[src/rtl/jive_boot_copier.sv]
// jive_boot_copier: boot-time copy engine. Reads WORD_CNT words from the boot ROM
// over a csel/rden/dtack port and writes them to a RAM slave over a dtack-handshaked
// write port, holding the CPU in reset until the copy has completed.
//
// Handshake (both ports): the copier raises csel plus rden/wren and keeps them, with a
// stable address, until it samples dtack=1 on an enabled cycle. It then drops the
// request and waits in a gap state until the slave's dtack has fallen, so one enabled
// cycle always separates two requests on the same port. A dtack on an idle port is ignored.
module jive_boot_copier #(
   parameter logic [7:0]  SRC_BASE   = 8'h00,
   parameter int unsigned WORD_CNT   = 192,
   parameter logic [31:0] DST_BASE   = 32'h8000_0000,
   parameter int unsigned TMO_CYC    = 255,
   parameter bit          AUTO_START = 1'b1
) (
   input  logic        clk,
   input  logic        rst,
   input  logic        clk_en,
   input  logic        start,
   output logic        busy,
   output logic        done,
   output logic        error,
   output logic        cpu_hold,
   output logic        src_csel,
   output logic        src_rden,
   output logic [7:0]  src_addr,
   input  logic [31:0] src_rdata,
   input  logic        src_dtack,
   output logic        dst_csel,
   output logic        dst_wren,
   output logic [31:0] dst_addr,
   output logic [31:0] dst_wdata,
   output logic [3:0]  dst_bena,
   input  logic        dst_dtack
);

   typedef enum logic [2:0] {
      IDLE   = 3'd0,
      RD_REQ = 3'd1,
      RD_GAP = 3'd2,
      WR_REQ = 3'd3,
      WR_GAP = 3'd4,
      DONE   = 3'd5,
      ERR    = 3'd6
   } state_t;

   // Word count needs 9 bits so that a full 256-word copy can be recognised.
   localparam logic [8:0] CNT_END  = 9'(WORD_CNT);
   // The timeout fires on the TMO_CYC-th enabled cycle spent in one state.
   localparam logic [7:0] TMO_LAST = 8'(TMO_CYC - 1);

   state_t     state;
   logic [8:0] count;
   logic [7:0] tmo_cnt;
   logic       first_cyc;

   // Timeout is reached on this cycle when the counter already holds TMO_CYC-1.
   logic tmo_hit;
   assign tmo_hit = (tmo_cnt == TMO_LAST);

   // Copy sequencer: every output is registered here; rst overrides clk_en.
   always_ff @(posedge clk) begin
      if (rst) begin
         state     <= IDLE;
         busy      <= 1'b0;
         done      <= 1'b0;
         error     <= 1'b0;
         cpu_hold  <= 1'b1;
         src_csel  <= 1'b0;
         src_rden  <= 1'b0;
         src_addr  <= SRC_BASE;
         dst_csel  <= 1'b0;
         dst_wren  <= 1'b0;
         dst_addr  <= DST_BASE;
         dst_wdata <= 32'h0;
         dst_bena  <= 4'h0;
         count     <= 9'd0;
         tmo_cnt   <= 8'd0;
         first_cyc <= 1'b1;
      end else if (clk_en) begin
         first_cyc <= 1'b0;
         case (state)
            IDLE, DONE, ERR: begin
               // Auto start only applies to the very first enabled cycle after rst.
               if (start || (state == IDLE && AUTO_START && first_cyc)) begin
                  state    <= RD_REQ;
                  busy     <= 1'b1;
                  done     <= 1'b0;
                  error    <= 1'b0;
                  count    <= 9'd0;
                  tmo_cnt  <= 8'd0;
                  src_csel <= 1'b1;
                  src_rden <= 1'b1;
                  src_addr <= SRC_BASE;
               end
            end

            RD_REQ: begin
               if (src_dtack) begin
                  dst_wdata <= src_rdata;
                  src_csel  <= 1'b0;
                  src_rden  <= 1'b0;
                  tmo_cnt   <= 8'd0;
                  state     <= RD_GAP;
               end else if (tmo_hit) begin
                  src_csel <= 1'b0;
                  src_rden <= 1'b0;
                  busy     <= 1'b0;
                  error    <= 1'b1;
                  state    <= ERR;
               end else begin
                  tmo_cnt <= tmo_cnt + 8'd1;
               end
            end

            RD_GAP: begin
               // The ROM holds dtack while it still sees a request; wait for it to fall.
               if (!src_dtack) begin
                  dst_csel <= 1'b1;
                  dst_wren <= 1'b1;
                  dst_bena <= 4'hF;
                  dst_addr <= DST_BASE + {21'd0, count, 2'b00};
                  tmo_cnt  <= 8'd0;
                  state    <= WR_REQ;
               end else if (tmo_hit) begin
                  busy  <= 1'b0;
                  error <= 1'b1;
                  state <= ERR;
               end else begin
                  tmo_cnt <= tmo_cnt + 8'd1;
               end
            end

            WR_REQ: begin
               if (dst_dtack) begin
                  dst_csel <= 1'b0;
                  dst_wren <= 1'b0;
                  dst_bena <= 4'h0;
                  count    <= count + 9'd1;
                  tmo_cnt  <= 8'd0;
                  state    <= WR_GAP;
               end else if (tmo_hit) begin
                  dst_csel <= 1'b0;
                  dst_wren <= 1'b0;
                  dst_bena <= 4'h0;
                  busy     <= 1'b0;
                  error    <= 1'b1;
                  state    <= ERR;
               end else begin
                  tmo_cnt <= tmo_cnt + 8'd1;
               end
            end

            WR_GAP: begin
               if (!dst_dtack) begin
                  tmo_cnt <= 8'd0;
                  if (count == CNT_END) begin
                     busy     <= 1'b0;
                     done     <= 1'b1;
                     cpu_hold <= 1'b0;
                     state    <= DONE;
                  end else begin
                     // ROM address wraps modulo 256 by truncation to 8 bits.
                     src_csel <= 1'b1;
                     src_rden <= 1'b1;
                     src_addr <= SRC_BASE + count[7:0];
                     state    <= RD_REQ;
                  end
               end else if (tmo_hit) begin
                  busy  <= 1'b0;
                  error <= 1'b1;
                  state <= ERR;
               end else begin
                  tmo_cnt <= tmo_cnt + 8'd1;
               end
            end

            default: begin
               src_csel <= 1'b0;
               src_rden <= 1'b0;
               dst_csel <= 1'b0;
               dst_wren <= 1'b0;
               dst_bena <= 4'h0;
               busy     <= 1'b0;
               state    <= IDLE;
            end
         endcase
      end
   end

endmodule

[config.mk]
export PLATFORM = sky130hd
export DESIGN_NAME = jive_boot_copier
export DESIGN_NICKNAME = d
export VERILOG_FILES = /design/src/rtl/jive_boot_copier.sv
export SDC_FILE = /design/constraint.sdc
export NUM_CORES = 1
export LEC_CHECK = 0
export BUFFER_PORTS_ARGS = -buffer_cell sky130_fd_sc_hd__buf_4
export CORE_UTILIZATION = 45
export DETAILED_ROUTE_END_ITERATION = 7
export GPL_ROUTABILITY_DRIVEN = 0
export MAX_ROUTING_LAYER = met4
export PLACE_DENSITY = 0.75
export SYNTH_ARGS = -nofsm -noshare
export SYNTH_HDL_FRONTEND = slang
export SYNTH_SLANG_ARGS = --single-unit
[constraint.sdc]
create_clock -name clk -period 2 [get_ports clk]
set_input_delay 0.2 -clock clk [delete_from_list [all_inputs] [get_ports clk]]
set_output_delay 0.2 -clock clk [all_outputs]
set_load 0.05 [all_outputs]
# Word-level counts from Yosys, hierarchy flattened
# Index checks and enable logic that the tools add are counted.
# W data, S select, Z words.
[totals] word_cells=114 regBits=103 out_inout_bits=84 input_bits=38
[classes] mux=51 eq_ne=21 reduce_logical=21 addsub=3 bitwise=4
[op_table] op="$mux W8" n=8
[op_table] op="$pmux W8 S5" n=1
[op_table] op="$add A32 B11 Y32 const A" n=1
[op_table] op="$mux W1" n=21
[op_table] op="$mux W3" n=7
[op_table] op="$ne A2 B2 Y1 const B" n=10
[op_table] op="$mux W9" n=2
[op_table] op="$pmux W9 S2" n=1
[op_table] op="$pmux W8 S2" n=1
[op_table] op="$pmux W3 S5" n=1
[op_table] op="$mux W4" n=3
[op_table] op="$pmux W4 S3" n=1
[op_table] op="$reduce_and A4 Y1" n=3
[op_table] op="$reduce_and A6 Y1" n=2
[op_table] op="$pmux W1 S5" n=2
[op_table] op="$reduce_and A5 Y1" n=2
[op_table] op="$add A9 B1 Y9 const B" n=1
[op_table] op="$eq A3 B3 Y1 const B" n=3
[op_table] op="$eq A9 B8 Y1 const B" n=1
[op_table] op="$ne A3 B3 Y1 const B" n=3
[op_table] op="$reduce_and A3 Y1" n=3
[op_table] op="$add A8 B1 Y8 const B" n=1
[op_table] op="$eq A8 B8 Y1 const B" n=1
[op_table] op="$reduce_and A7 Y1" n=1
[op_table] op="15 further kinds" n=20

# Depth between registers and ports, before layout
[depth] depth_word=5 ltp_mapped=8 depth_no_buf=7

# Worst setup path after synthesis
# No wires, ideal clock.
[synth_path] kind="reg2reg" from="register state[0]" to="register count[8]" t_required_ps=1930 stages_incl_launch_ff=8 setup_ps=70 arrival_time_ps=1859 setup_slack_ps=71 period_less_slack_ps=1929 n_path_buf=2 path_cell_list="dfxtp_1 buf_6 nor3_1 a211oi_1 or3_1 buf_2 or4_1 a21oi_1"
[synth_via] elab_chain_cells=5 word_cells_on_any_way=12 cone_classes="eq/ne: 5; mux: 1; reduce/logical: 6"
[synth_lines] element="start, declared" line_no="52" text="state_t state;"
[synth_lines] element="start signal, assigned" line_no="64" text="state <= IDLE;"
[synth_lines] element="start signal, assigned" line_no="86" text="state <= RD_REQ;"
[synth_lines] element="start signal, assigned" line_no="104" text="state <= RD_GAP;"
[synth_lines] element="parallel branches: the longest is 5 deep, another holds $reduce_and A4 Y1"
[synth_lines] element="end signal, assigned" line_no="139" text="count <= count + 9'd1;"
[synth_lines] element="end, declared" line_no="53" text="logic [8:0] count;"
# Parallel ways; which one is timed is not known.
# A chain may end at the register's enable or synchronous reset.

# Worst setup path after layout
# Same ends and word-level chain as after synthesis.

==> flow_summary.json <==
{
  "outcome": "finished clean",
  "cp_slowest_cell": "or4_1",
  "cts.sinks": 76,
  "p_leak_nw": 2.00,
  "clkLatencyLatePin_ns": 0.34,
  "clkTransAtPathRegs_ns": 0.08,
  "drive_gt1_share_pct": 26.5,
  "final_area_mm2": 0.00463,
  "holdWs_ns": 0.0985,
  "avgSynthCellArea_um2": 8.10,
  "post_drt_wl_per_cell_um": 13.2,
  "yosysUniqueCellTypes": 50,
  "finalCritPeriodShare_pct": 95.9,
  "die-width_um": 91.7,
  "synth_commonest_cells": "82 x nand2_1, 76 x dfxtp_1, 52 x a21oi_1",
  "wl_mm": 8.55,
  "cp.required_ns": 2.27,
  "gr-total-overflow": 0,
  "synth_edf_count": 0,
  "remaining_drc_errors": 0,
  "drtAntennaViolNets": 0,
  "syn_to_final_growth_pct": 27.9,
  "ios": 122,
  "grt_first_pass_wirelength_mm": 14.1,
  "synth.top_cell.area_share_pct": 42.0,
  "htree_levels": 3,
  "path_cells": "or4_1 > a31oi_4 > or3_1 > or4_1 > a21oi_1",
  "grt_usage_pct": 21.0,
  "cp-start-kind": "register",
  "antenna_found_initial": 0,
  "ys_warn_count": 0,
  "hold_path.class": "primary input to register",
  "syn_inst": 447,
  "placed_area_mm2": 0.00441,
  "initial_core_util_pct": 46.6,
  "setup_viol": 0,
  "setup_tns_ns": 0,
  "grt_pass1_vias": 2985,
  "antenna-diode-count": 0,
  "drtPass1Iterations": 4,
  "clockRootBuffer": "clkbuf_8",
  "power_density_mw_per_mm2": 704,
  "yosysTopAreaCell": "dfxtp_1",
  "numCtsBuffers": 9,
  "vias_per_cell": 5.12,
  "cts_tree": "done",
  "synthTopCellsByArea": "dfxtp_1 42%, nand2_1 8.5%, a21oi_1 7.2%",
  "rows": 32,
  "final.setup_skew_ns": 0.0130,
  "nets": 584,
  "finalHoldViolations": 0,
  "cp_max_fo": 7,
  "grt_max_degree": 44,
  "critPathKind": "register to register",
  "core_region_area_mm2": 0.00777,
  "dr_total_vias": 3321,
  "post_synth_instance_area_mm2": 0.00362,
  "final.fill_count": 675,
  "io_buffers": 98,
  "die_area_mm2": 0.00841,
  "layout_min_cycle_time_ns": 1.92,
  "drv_slew": 0,
  "crit_path_end_kind": "register",
  "cp.arrival_ns": 2.19,
  "async_reset_ff_share_pct": 0,
  "max_stage_delay_ns": 0.51,
  "peakVddDrop_v": 0.000368,
  "synth_seq_area_share_pct": 42.0,
  "dp_hpwl_mm": 6.15,
  "fin_util_pct": 59.6,
  "synthFlopType": "dfxtp_1",
  "die_h_um": 91.7,
  "cts_buffer_depth": 2,
  "max_freq_mhz": 521,
  "drt_iter0_drc": 181,
  "maxCapViolCount": 0,
  "ys_ff_latch": 76,
  "path_common_cell": "or4_1",
  "yosysMostFrequentCell": "nand2_1"
}
## worst max-delay path: cells and delay by family (launching register included)
family	cells	cell delay, ns
AND/OR/NAND/NOR	3	1.10
flip-flops	1	0.47
AO/OA/AOI/OAI	2	0.28
## stage by stage
| stage | worst slack [ns] | total power [mW] | cells |
|---|---|---|---|
| finish | 0.0815 | 3.26 | 649 |
| global route | -0.00167 | 3.40 | 649 |
| CTS | 0.0792 | 3.28 | 649 |
| detailed placement | 0.0996 | 2.11 | 633 |
| global placement | 0.132 | 2.10 | 633 |
| floorplan | 0.0713 | 1.99 | 468 |
## cell type report
| cell class | instances | area [µm²] | share of cell area, % |
|---|---|---|---|
| tap | 102 | 128 | 2.76 |
| clock buffer | 10 | 138 | 2.97 |
| timing repair buffer | 122 | 928 | 20.0 |
| sequential | 76 | 1520 | 32.9 |
| multi-input combinational | 328 | 1830 | 39.6 |
| clock inverter | 6 | 63.8 | 1.38 |
| inverter | 5 | 18.8 | 0.405 |
## sequential cells by signal, indices dropped and copies added (netlist names)
register and count:
cpu_hold 1, done 1, dst_wdata 32, src_rden 1, busy 1, first_cyc 1, state 3, error 1
dst_addr 9, count 9, dst_bena 1, tmo_cnt 8, src_addr 8
## path summary, 6_finish.rpt
| kind | start | endpoint | slack (ns) | depth (start not counted) |
|---|---|---|---|---|
| worst max register to register | state[0]$_SDFFE_PP0P_ | count[8]$_SDFFE_PP0P_ | 0.08 | 5 |
| worst min-delay path | src_rdata[20] | dst_wdata[20]$_SDFFE_PP0P_ | 0.1 | 3 |
| worst max-delay path | state[0]$_SDFFE_PP0P_ | count[8]$_SDFFE_PP0P_ | 0.08 | 5 |
| worst min register to register | dst_wdata[3]$_SDFFE_PP0P_ | dst_wdata[3]$_SDFFE_PP0P_ | 0.46 | 2 |
## repair_timing
item,in CTS,in global routing
setup buffers,0,0
resized for setup,0,4
setup endpoints to repair,0,10
hold buffers,0,0
## logic make-up (layout without fill, tap and decap cells)
group	count (synthesis)	in the layout	synth area share [%]
mux	19	19	5.25
flops	76	76	42.0
compound gates	89	89	14.5
other cells	2	23	0.207
simple gates	185	185	24.7
fa+ha+maj	4	4	1.38
buf+inv	64	143	9.98
xor+xnor	8	8	1.93
## placed cells by master (no fill, tap or decap), types with 4 or more instances in the layout
master    instances
nand3_1          11
conb_1           23
o21ai_0           8
a211oi_1          4
a31oi_1           6
and3_1            8
a21o_1            4
nand2b_1         13
dfxtp_1          75
nor2_1           28
nand2_1          82
ha_1              4
xnor2_1           7
buf_4           121
a21oi_1          52
inv_1             4
mux2i_1          19
or4_1             4
clkbuf_8         10
nand4_1           4
nor3_1            7
## power by group
part / total [mW] / switching, mW / internal (mW)
combinational: 0.514 / 0.345 / 0.169
clock: 1.18 / 0.575 / 0.608
sequential: 1.56 / 0.0247 / 1.54
## metal layers
layer | track usage [%] | wire length, µm | vias up
met1 | 28.0 | 3920 | 1507
li1 | - | - | 1678
met3 | 3.32 | 451 | 14
met2 | 32.6 | 4020 | 122
met5 | - | 0 | -
met4 | 7.29 | 155 | 0
Power figures use the tool's default switching activity.
